## config.mk

```make
export PLATFORM = sky130hd
export DESIGN_NAME = freq_meter_flat
export DESIGN_NICKNAME = d
export VERILOG_FILES = /design/src/rtl/freq_meter_if.sv /design/src/rtl/freq_meter.sv /design/src/flat_wrapper.sv
export SDC_FILE = /design/constraint.sdc
export NUM_CORES = 1
export LEC_CHECK = 0
export ABC_AREA = 1
export CAP_MARGIN = 20
export CORE_UTILIZATION = 50
export CTS_BUF_LIST = sky130_fd_sc_hd__clkbuf_16
export DETAILED_ROUTE_END_ITERATION = 10
export MAX_ROUTING_LAYER = met4
export PLACE_DENSITY = 0.69
export SYNTH_ARGS = -nofsm -noshare
export SYNTH_HDL_FRONTEND = slang
export SYNTH_SLANG_ARGS = --single-unit
export TNS_END_PERCENT = 10
```

## constraint.sdc

```tcl
create_clock -name CLK_50M -period 2.5 [get_ports CLK_50M]
set_clock_uncertainty 0.1 [all_clocks]
set_input_delay 0.375 -clock CLK_50M [delete_from_list [all_inputs] [get_ports CLK_50M]]
set_output_delay 0.375 -clock CLK_50M [all_outputs]
set_load 0.1 [all_outputs]
```

## src/rtl/freq_meter_if.sv

```systemverilog
// Measurement bus for freq_meter: enable and raw signal in, result and strobe out.
// The block that hosts the meter drives EN/SIG_IN (master); the meter itself is the slave.
interface freq_meter_if #(
  parameter int N = 32
);
  logic         EN;
  logic         SIG_IN;
  logic [N-1:0] FREQ_OUT;
  logic         OVF_OUT;
  logic         VALID;

  modport master (
    output EN,
    output SIG_IN,
    input  FREQ_OUT,
    input  OVF_OUT,
    input  VALID
  );

  modport slave (
    input  EN,
    input  SIG_IN,
    output FREQ_OUT,
    output OVF_OUT,
    output VALID
  );
endinterface

```

## src/rtl/freq_meter.sv

```systemverilog
// Gated frequency counter: counts synchronized rising edges of SIG_IN over
// back-to-back windows of G = CLK_Freq/GATE_Freq clock cycles and reports the
// count (saturating at 2^N-1, with a sticky overflow flag) once per window.
module freq_meter #(
  parameter int CLK_Freq  = 50000000,
  parameter int GATE_Freq = 1,
  parameter int N         = 32,
  parameter int W         = 26
) (
  input  logic   CLK_50M,
  input  logic   nCLR,
  freq_meter_if.slave bus
);

  localparam int           G        = CLK_Freq / GATE_Freq;
  localparam logic [W-1:0] G_LAST   = W'(G - 1);
  localparam logic [N-1:0] CNT_MAX  = '1;

  typedef enum logic {
    IDLE  = 1'b0,
    COUNT = 1'b1
  } state_t;

  state_t       state_q;
  logic         s1_q, s2_q, s3_q;
  logic [W-1:0] gate_q;
  logic [N-1:0] edge_q;
  logic         sat_q;
  logic [N-1:0] freq_q;
  logic         ovf_q;
  logic         valid_q;

  logic         edge_det;
  logic         at_max;
  logic         last_cycle;
  logic [N-1:0] edge_d;
  logic         sat_d;

  // Synchronize SIG_IN and keep one cycle of history; runs in every state so a
  // level that is already high at enable time is never seen as a fresh edge.
  always_ff @(posedge CLK_50M or negedge nCLR) begin
    if (!nCLR) begin
      s1_q <= 1'b0;
      s2_q <= 1'b0;
      s3_q <= 1'b0;
    end else begin
      s1_q <= bus.SIG_IN;
      s2_q <= s1_q;
      s3_q <= s2_q;
    end
  end

  // Edge detect and the saturating edge count / sticky overflow this cycle would produce.
  always_comb begin
    edge_det   = s2_q & ~s3_q;
    at_max     = (edge_q == CNT_MAX);
    last_cycle = (gate_q == G_LAST);
    edge_d     = edge_q;
    sat_d      = sat_q;
    if (edge_det) begin
      if (at_max) begin
        sat_d = 1'b1;
      end else begin
        edge_d = edge_q + N'(1);
      end
    end
  end

  // Gate FSM, counters and registered results. The window-close cycle always
  // completes, even if EN drops on that same edge.
  always_ff @(posedge CLK_50M or negedge nCLR) begin
    if (!nCLR) begin
      state_q <= IDLE;
      gate_q  <= '0;
      edge_q  <= '0;
      sat_q   <= 1'b0;
      freq_q  <= '0;
      ovf_q   <= 1'b0;
      valid_q <= 1'b0;
    end else begin
      valid_q <= 1'b0;
      case (state_q)
        IDLE: begin
          if (bus.EN) begin
            state_q <= COUNT;
            gate_q  <= '0;
            edge_q  <= '0;
            sat_q   <= 1'b0;
          end
        end
        COUNT: begin
          if (last_cycle) begin
            freq_q  <= edge_d;
            ovf_q   <= sat_d;
            valid_q <= 1'b1;
            gate_q  <= '0;
            edge_q  <= '0;
            sat_q   <= 1'b0;
            if (!bus.EN) begin
              state_q <= IDLE;
            end
          end else if (!bus.EN) begin
            // Partial window is dropped; results keep their last value.
            state_q <= IDLE;
          end else begin
            gate_q <= gate_q + W'(1);
            edge_q <= edge_d;
            sat_q  <= sat_d;
          end
        end
        default: state_q <= IDLE;
      endcase
    end
  end

  assign bus.FREQ_OUT = freq_q;
  assign bus.OVF_OUT  = ovf_q;
  assign bus.VALID    = valid_q;

endmodule

```

## src/flat_wrapper.sv

```systemverilog
// flat-port wrapper written by rule: the top's interface ports become plain ports
module freq_meter_flat 
#(
  parameter int CLK_Freq  = 50000000,
  parameter int GATE_Freq = 1,
  parameter int N         = 32,
  parameter int W         = 26
)
  (CLK_50M, nCLR, bus_EN, bus_SIG_IN, bus_FREQ_OUT, bus_OVF_OUT, bus_VALID);
  freq_meter_if #(.N(N)) bus_i ();
  input  logic CLK_50M;
  input  logic nCLR;
  input wire logic [$bits(bus_i.EN)-1:0] bus_EN;
  input wire logic [$bits(bus_i.SIG_IN)-1:0] bus_SIG_IN;
  output wire logic [$bits(bus_i.FREQ_OUT)-1:0] bus_FREQ_OUT;
  output wire logic [$bits(bus_i.OVF_OUT)-1:0] bus_OVF_OUT;
  output wire logic [$bits(bus_i.VALID)-1:0] bus_VALID;
  assign bus_i.EN = bus_EN;
  assign bus_i.SIG_IN = bus_SIG_IN;
  assign bus_FREQ_OUT = bus_i.FREQ_OUT;
  assign bus_OVF_OUT = bus_i.OVF_OUT;
  assign bus_VALID = bus_i.VALID;
  freq_meter #(.CLK_Freq(CLK_Freq), .GATE_Freq(GATE_Freq), .N(N), .W(W)) u_core (.CLK_50M(CLK_50M), .nCLR(nCLR), .bus(bus_i));
endmodule
```

Yosys cells after proc, flatten, opt, wreduce, memory -nomap -nowiden
Index checks and enable logic that the tools add are counted.
{"block": "op_classes", "bitwise_logic": 3, "n_mux": 19, "add_sub_neg": 2, "n_eq_ne": 4, "reduce_logical": 2}
{"operator": "$mux 32", "n": 5}
{"operator": "$mux 26", "n": 3}
{"operator": "$pmux 32 s2", "n": 1}
{"operator": "$pmux 26 s2", "n": 1}
{"operator": "$add 32x1->32 const B", "n": 1}
{"operator": "$eq 32x32->1 const B", "n": 1}
{"operator": "$add 26x1->26 const B", "n": 1}
{"operator": "$eq 26x26->1 const B", "n": 1}
{"operator": "$mux 1", "n": 8}
{"operator": "$reduce_and 2->1", "n": 2}
{"operator": "$ne 3x3->1 const B", "n": 1}
{"operator": "$ne 2x2->1 const B", "n": 1}
{"operator": "$not 1->1", "n": 2}
{"operator": "$pmux 1 s2", "n": 1}
{"operator": "$and 1x1->1", "n": 1}
{"block": "word_totals", "reg_bits": 97, "elab_cells": 40, "in_bits": 4, "out_inout_bits": 34}

Depth between registers and ports, before layout
Gate-level depths: netlist of the first run.
{"block": "depth", "ltp_word": 6, "depth_mapped": 12}

Least setup slack after synthesis of the first run
Ideal clock, no wire load.
{"block": "synth_timing", "kind": "register -> register", "start": "register u_core.gate_q[0]", "end": "register u_core.edge_q[20]", "path_stages_with_launch": 13, "path_buffers": 2, "arrival_time_ps": 1666, "period_less_slack_ps": 1884, "path_slack_ps": 616, "cell_sequence": "dfrtp_1 ha_1 nand2_2 nor2_4 nand2_1 nor2_2 nand2_1 nand2_1 nor2_1 buf_4 buf_6 nand3_1 nand2_1"}
{"block": "synth_via", "elab_chain_cells": 3, "word_cells_on_any_way": 5, "classes_between": "eq/ne (2); mux (2); reduce/logical (1)"}
{"element": "start: declaration", "line": "freq_meter.sv:26", "rtl": "logic [W-1:0] gate_q;"}
{"element": "start signal: assignment", "line": "freq_meter.sv:106", "rtl": "gate_q <= gate_q + W'(1);"}
{"element": "$eq 26x26->1 *", "line": "freq_meter.sv:57", "rtl": "last_cycle = (gate_q == G_LAST);"}
{"element": "$ne 3x3->1 (no line) or $mux 32 (tied branches)"}
{"element": "$reduce_and 2->1 (no line) or $pmux 32 s2 (tied branches)"}
{"element": "end signal: assignment", "line": "freq_meter.sv:107", "rtl": "edge_q <= edge_d;"}
{"element": "end: declaration", "line": "freq_meter.sv:27", "rtl": "logic [N-1:0] edge_q;"}
Mark *: on every way between the ends. The rest lies on a longest branch, timed or not.
A chain may end at the register's enable or synchronous reset.

Worst setup path in the final report of the first run
{"block": "layout_timing", "start": "register u_core.gate_q[0]", "end": "register u_core.gate_q[2]"}
{"block": "layout_via", "elab_chain_cells": 4, "word_cells_on_any_way": 7, "classes_between": "add/sub (1); eq/ne (2); mux (3); reduce/logical (1)"}
{"element": "$add 26x1->26", "line": "freq_meter.sv:106"}
{"element": "$mux 26", "line": "freq_meter.sv:102", "rtl": "end else if (!bus.EN) begin"}
{"element": "$mux 26", "line": "freq_meter.sv:92", "rtl": "if (last_cycle) begin"}
{"element": "$pmux 26 s2", "line": "freq_meter.sv:82", "rtl": "case (state_q)"}
Several ways; a longest one is shown, not always the timed one. The select of a mux whose other input is x is not followed.

==> results of run 1 <==
==> metrics by stage <==
| step | power [mW] | util, % |
|---|---|---|
| 2_1_floorplan | 1.69 | - |
| 3_3_place_gp | 1.75 | 56.1 |
| 3_5_place_dp | 1.75 | 56.1 |
| 4_1_cts | 3.04 | 58.6 |
| 5_1_grt | 3.12 | 58.6 |
| 6_report | 3.01 | 58.6 |
==> worst paths after layout <==
| kind | depth (start not counted) | slack (ns) | start | to |
|---|---|---|---|---|
| hold / removal | 0 | 0.25 | u_core.s1_q | u_core.s2_q |
| hold reg to reg | 0 | 0.25 | u_core.s1_q | u_core.s2_q |
| max in group asynchronous | 3 | 1.18 | nCLR | u_core.edge_q[18] |
| min in group asynchronous | 2 | 0.41 | nCLR | u_core.bus.FREQ_OUT[4] |
| setup reg to reg | 10 | 0.18 | u_core.gate_q[0] | u_core.gate_q[2] |
| setup / recovery | 10 | 0.18 | u_core.gate_q[0] | u_core.gate_q[2] |
==> layer usage <==
metal | GRT usage, % | vias to the layer above
li1 | - | 2772
met1 | 38.0 | 2624
met2 | 43.7 | 191
met3 | 5.20 | 26
met4 | 10.5 | 0
met5 | - | -
==> Yosys cell counts (7+ instances only) <==
cell type  instances  share of area, %
xor2_1            15               2.3
o21ai_1           13               1.1
inv_1             89               5.8
o21ai_0           16               1.4
clkbuf_1           7              0.46
nor3_1             9              0.78
buf_2             11              0.96
dfrtp_1           97                42
nand4_1           22               2.4
nor2_1            96               6.3
nand2_1          362                24
nand3_1           93               8.1
==> registers in the layout, summed over array words and instances, names as in the netlist <==
name,cells
u_core.bus.FREQ_OUT,32
u_core.edge_q,32
u_core.gate_q,26
u_core.bus.OVF_OUT,1
u_core.bus.VALID,1
u_core.s1_q,1
u_core.s2_q,1
u_core.s3_q,1
u_core.sat_q,1
u_core.state_q,1
==> final cells by class <==
class | count | area, um2
Fill cell | 1058 | 4560
Multi-Input combinational cell | 650 | 2840
Clock buffer | 9 | 225
Sequential cell | 97 | 2430
Inverter | 93 | 352
Tap cell | 140 | 175
Clock inverter | 7 | 38.8
Timing Repair Buffer | 51 | 415
==> report_power, final <==
| group | switching [mW] | internal, mW | leakage (nW) |
|---|---|---|---|
| logic | 0.0993 | 0.0317 | 1.81 |
| clock network | 0.622 | 0.666 | 0.140 |
| registers | 0.0126 | 1.58 | 1.34 |
==> cell families after synthesis <==
logic type / synth area share, %
fa+ha+maj: 0.436
simple gates: 43.3
flops: 42.3
xor+xnor: 2.29
compound gates: 3.31
buf+inv: 8.41
==> timing repair <==
action / in CTS / in global routing
hold endpoints to repair: 31 / 0
setup endpoints to repair: 0 / 40
hold buffers: 1 / 0
gates resized for setup: 0 / 2
==> results.py, run 1 <==
metrics = {
    "timing": {
        "worst_slack_ns": 0.184,
        "max_slew_margin_pct": 64.2,
        "whs_ns": 0.250,
        "fin_setup_tns_ns": 0,
        "fin_crit_sh_pct": 92.6,
        "slew_viol_final": 0,
        "fmax_mhz": 432,
        "tightestPinTransition_ns": 0.535,
        "fin_crit_ns": 2.32,
        "hold_viol": 0,
        "rsz0062_at_grt": "no",
        "setup_viol": 0,
    },
    "power_and_ir_drop": {
        "p_leak_nw": 3.29,
        "p_per_area_nw_per_um2": 466,
        "ir_worst_vdd_mv": 0.424,
    },
    "final_layout": {
        "diodes": 0,
        "drive_above_1_share_pct": 8.71,
        "layout_commonest_cell": "nand2_1",
        "layout_common_cells": "nand2_1 (362), dfrtp_1 (97), nor2_1 (95)",
        "num-nets-final": 908,
        "final_cells": 1047,
        "post-route-cell-area_um2": 6470,
        "area_delta_synth_final_pct": 12.6,
    },
    "global_route": {
        "gr-usage-all-layers_pct": 28.6,
        "grt_pass1_vias": 4937,
        "grt_max_degree": 43,
        "antenna_found_initial": 0,
        "grt_first_pass_wirelength_mm": 25.0,
        "grt_overflow_total": 0,
    },
    "synthesis": {
        "synth_flop_cell": "dfrtp_1",
        "syn_nets": 870,
        "syn_area_um2": 5740,
        "synth-seq-area-share_pct": 42.3,
        "async_flop_share_pct": 100,
        "ys_warn_count": 0,
        "synth_edf_count": 0,
        "synthCells": 864,
        "avgSynthCellArea_um2": 6.65,
        "synth_cell_types": 27,
        "synth_seq_cells": 97,
    },
    "floorplan": {
        "dieArea_um2": 11900,
        "core_area_um2": 11000,
        "die_h_um": 109,
        "die_width_um": 109,
        "rows": 38,
        "start_util_pct": 52.1,
        "boundaryPins": 38,
    },
    "route": {
        "wl_mm": 15.7,
        "avgViaCountPerCell": 5.36,
        "wl_per_cell_um": 15.0,
        "first_iter_violations": 533,
        "firstDrtPassIters": 5,
        "top_layer_used": "met4",
        "ant_nets": 0,
        "drc": 0,
        "via_count": 5613,
        "wl_met1_mm": 7.26,
        "met3WireLength_mm": 1.02,
        "wl_met2_mm": 7.06,
    },
    "clock_tree": {
        "path_clk_slew_ns": 0.06,
        "cts_tree": "built",
        "cts_root_buf": "clkbuf_16",
        "cts-htree-levels": 3,
        "cts_sinks": 97,
        "cts.path.max_buffers": 2,
        "cts_buffers": 9,
        "cts_setup_buffers": 0,
        "insertion_delay_ns": 0.36,
    },
    "critical_path": {
        "path_max_fanout": 24,
        "path_delay_family": "simple AND/OR/NAND/NOR gates",
        "cp_slowest_cell": "dfrtp_1",
        "path_cells": "ha_1, nand2_2, nor2_4, nand2_1, nor2_2, nand3_4, nand2_4, buf_4, nand4_1, o21ai_1",
        "path_buf_inv": 1,
        "arrival_ns": 2.49,
        "critical_path_class": "reg -> reg",
        "crit_path_max_incr_delay_ns": 0.42,
        "crit_required_ns": 2.68,
        "endpoint_kind": "register",
        "startpoint_type": "register",
    },
    "place": {
        "place.gp.congestion": 1.01,
        "port_buffers": 37,
        "place_area_um2": 6190,
        "hpwl_mm": 11.3,
        "pre_cts_ws_ns": 0.102,
        "dpl.cell_count": 1030,
    },
    "job": {
        "maxCapViolCount": 0,
    },
    "run_status": {
        "status": "complete, no violations",
    },
    "hold_path": {
        "hold_path_class": "reg -> reg",
    },
}
Note: power is estimated with default switching activity, not from simulation.
==> run 2, diff against run 1 <==
--- a/config.mk
+++ b/config.mk
@@ -7,11 +7,12 @@
 export LEC_CHECK = 0
 export ABC_AREA = 1
 export CAP_MARGIN = 20
-export CORE_UTILIZATION = 50
+export CORE_UTILIZATION = 60
 export CTS_BUF_LIST = sky130_fd_sc_hd__clkbuf_16
+export CTS_CLUSTER_SIZE = 10
 export DETAILED_ROUTE_END_ITERATION = 10
 export MAX_ROUTING_LAYER = met4
-export PLACE_DENSITY = 0.69
+export PLACE_DENSITY = 0.81
 export SYNTH_ARGS = -nofsm -noshare
 export SYNTH_HDL_FRONTEND = slang
 export SYNTH_SLANG_ARGS = --single-unit
==> run 2 against run 1 <==
  * Critical endpoint is now u_core.bus.FREQ_OUT[0]
  * Final cell count decreased by 1.2%
  * Utilization increased by 11 points
  * Routed wire length decreased by 5.4%
  * Flip-flop and latch count unchanged
  * Register-to-register slack about the same
==> results.py, run 2 (synthesis results as in run 1) <==
metrics = {
    "run_status": {
        "status": "complete, no violations",
    },
    "critical_path": {
        "r2r_cells": 10,
        "endpoint_kind": "register",
        "crit_required_ns": 2.68,
        "path_max_fanout": 28,
        "rr_endpoint": "u_core.bus.FREQ_OUT[0]",
        "r2r-start": "u_core.edge_q[0]",
        "arrival_ns": 2.48,
        "critical_path_class": "reg -> reg",
        "startpoint_type": "register",
        "reg2reg_slack_ns": 0.19,
    },
    "hold_path": {
        "hold_path_startpoint": "u_core.s1_q",
        "min_to": "u_core.s2_q",
        "hold_path_class": "reg -> reg",
        "holdPathStages": 0,
    },
    "floorplan": {
        "start_util_pct": 62.2,
        "boundaryPins": 38,
        "dieArea_um2": 9970,
        "die_h_um": 99.8,
        "rows": 35,
        "die_width_um": 99.8,
        "core_area_um2": 9240,
    },
    "timing": {
        "hold_viol": 0,
        "worst_slack_ns": 0.194,
        "fin_setup_tns_ns": 0,
        "slew_viol_final": 0,
        "fin_crit_ns": 2.31,
        "max_slew_margin_pct": 47.6,
        "tightestPinTransition_ns": 0.784,
        "fin_crit_sh_pct": 92.2,
        "rsz0062_at_grt": "no",
        "setup_viol": 0,
        "fmax_mhz": 434,
    },
    "place": {
        "dpl.cell_count": 1018,
        "place.gp.congestion": 0.960,
        "pre_cts_ws_ns": 0.266,
        "place_area_um2": 6170,
        "port_buffers": 37,
        "hpwl_mm": 10.8,
    },
    "final_layout": {
        "num-nets-final": 907,
        "diodes": 0,
        "area_delta_synth_final_pct": 12.5,
        "layout_commonest_cell": "nand2_1",
        "final_cells": 1034,
        "post-route-cell-area_um2": 6460,
        "layout_common_cells": "nand2_1 (362), dfrtp_1 (97), nor2_1 (95)",
        "drive_above_1_share_pct": 8.40,
        "fillers": 768,
    },
    "power_and_ir_drop": {
        "p_total_mw": 3.07,
        "p_leak_nw": 3.29,
        "p_per_area_nw_per_um2": 475,
        "ir_worst_vdd_mv": 0.346,
    },
    "clock_tree": {
        "path_clk_slew_ns": 0.07,
        "cts_buffers": 9,
        "cts-htree-levels": 3,
        "cts_sinks": 97,
        "cts_root_buf": "clkbuf_16",
        "cts.path.max_buffers": 2,
        "insertion_delay_ns": 0.34,
        "cts_tree": "built",
    },
    "route": {
        "wl_per_cell_um": 14.3,
        "ant_nets": 0,
        "wl_mm": 14.8,
        "avgViaCountPerCell": 5.38,
        "firstDrtPassIters": 5,
        "first_iter_violations": 307,
        "drc": 0,
        "via_count": 5565,
    },
    "global_route": {
        "grt_overflow_total": 0,
        "grt_pass1_vias": 5322,
        "grt_max_degree": 43,
        "grt_first_pass_wirelength_mm": 24.6,
        "gr-usage-all-layers_pct": 32.4,
        "antenna_found_initial": 0,
    },
    "job": {
        "maxCapViolCount": 0,
    },
}
run 2: layout make-up:
| cell class | instances | area [um2] | share of cell area (%) |
|---|---|---|---|
| clock buffer | 9 | 225 | 3.49 |
| clock inverter | 6 | 52.6 | 0.814 |
| inverter | 93 | 349 | 5.40 |
| multi-input combinational | 650 | 2840 | 43.9 |
| sequential | 97 | 2430 | 37.6 |
| tap | 129 | 161 | 2.50 |
| timing repair buffer | 50 | 408 | 6.32 |
run 2: per-layer routing:
layer	global-route usage, %	up-vias	part of all wire (%)
met5	-	-	0
met4	15.5	0	3.6
met3	3.55	45	4.9
met2	55.5	175	50
met1	38.3	2583	42
li1	-	2762	-
run 2: worst max path at each step:
stage | from | to | slack [ns] | cells past startpoint
3_5_place_dp | u_core.edge_q[0] | u_core.edge_q[0] | 0.27 | 10
2_1_floorplan | u_core.gate_q[0] | u_core.edge_q[20] | 0.62 | 12
4_1_cts | u_core.edge_q[0] | u_core.bus.FREQ_OUT[0] | 0.22 | 10
3_3_place_gp | u_core.edge_q[0] | u_core.bus.FREQ_OUT[0] | 0.31 | 10
5_1_grt | u_core.edge_q[1] | u_core.bus.FREQ_OUT[0] | 0.01 | 10
6_report | u_core.edge_q[0] | u_core.bus.FREQ_OUT[0] | 0.19 | 10
run 2: per-stage QoR:
step | util, % | hold slack [ns]
floorplan | - | -0.0206
global placement | 66.8 | 0.233
detailed placement | 66.8 | 0.241
CTS | 69.9 | 0.276
global route | 69.9 | 0.284
finish | 69.9 | 0.278
run 2: worst max-delay path, stage by stage, from the launching register on:
cell     delay [ns]
dfrtp_1        0.43
ha_1           0.19
nand2_1        0.10
nor2_2         0.13
nand2_1        0.15
nor2_1         0.19
nand2_2        0.35
nand2_1        0.21
xor2_1         0.21
nand2_1        0.09
nand2_1        0.07
run 2: report_power, final:
| part | switching [mW] | internal, mW | total, mW |
|---|---|---|---|
| Combinational | 0.0961 | 0.0326 | 0.129 |
| Clock | 0.589 | 0.757 | 1.35 |
| Sequential | 0.0135 | 1.58 | 1.59 |
| Total | 0.699 | 2.37 | 3.07 |
run 2: what timing repair did:
action | in CTS | in global routing
hold endpoints to repair | 29 | 0
gates resized for setup | 0 | 0
hold buffers | 1 | 0
setup buffers | 0 | 0
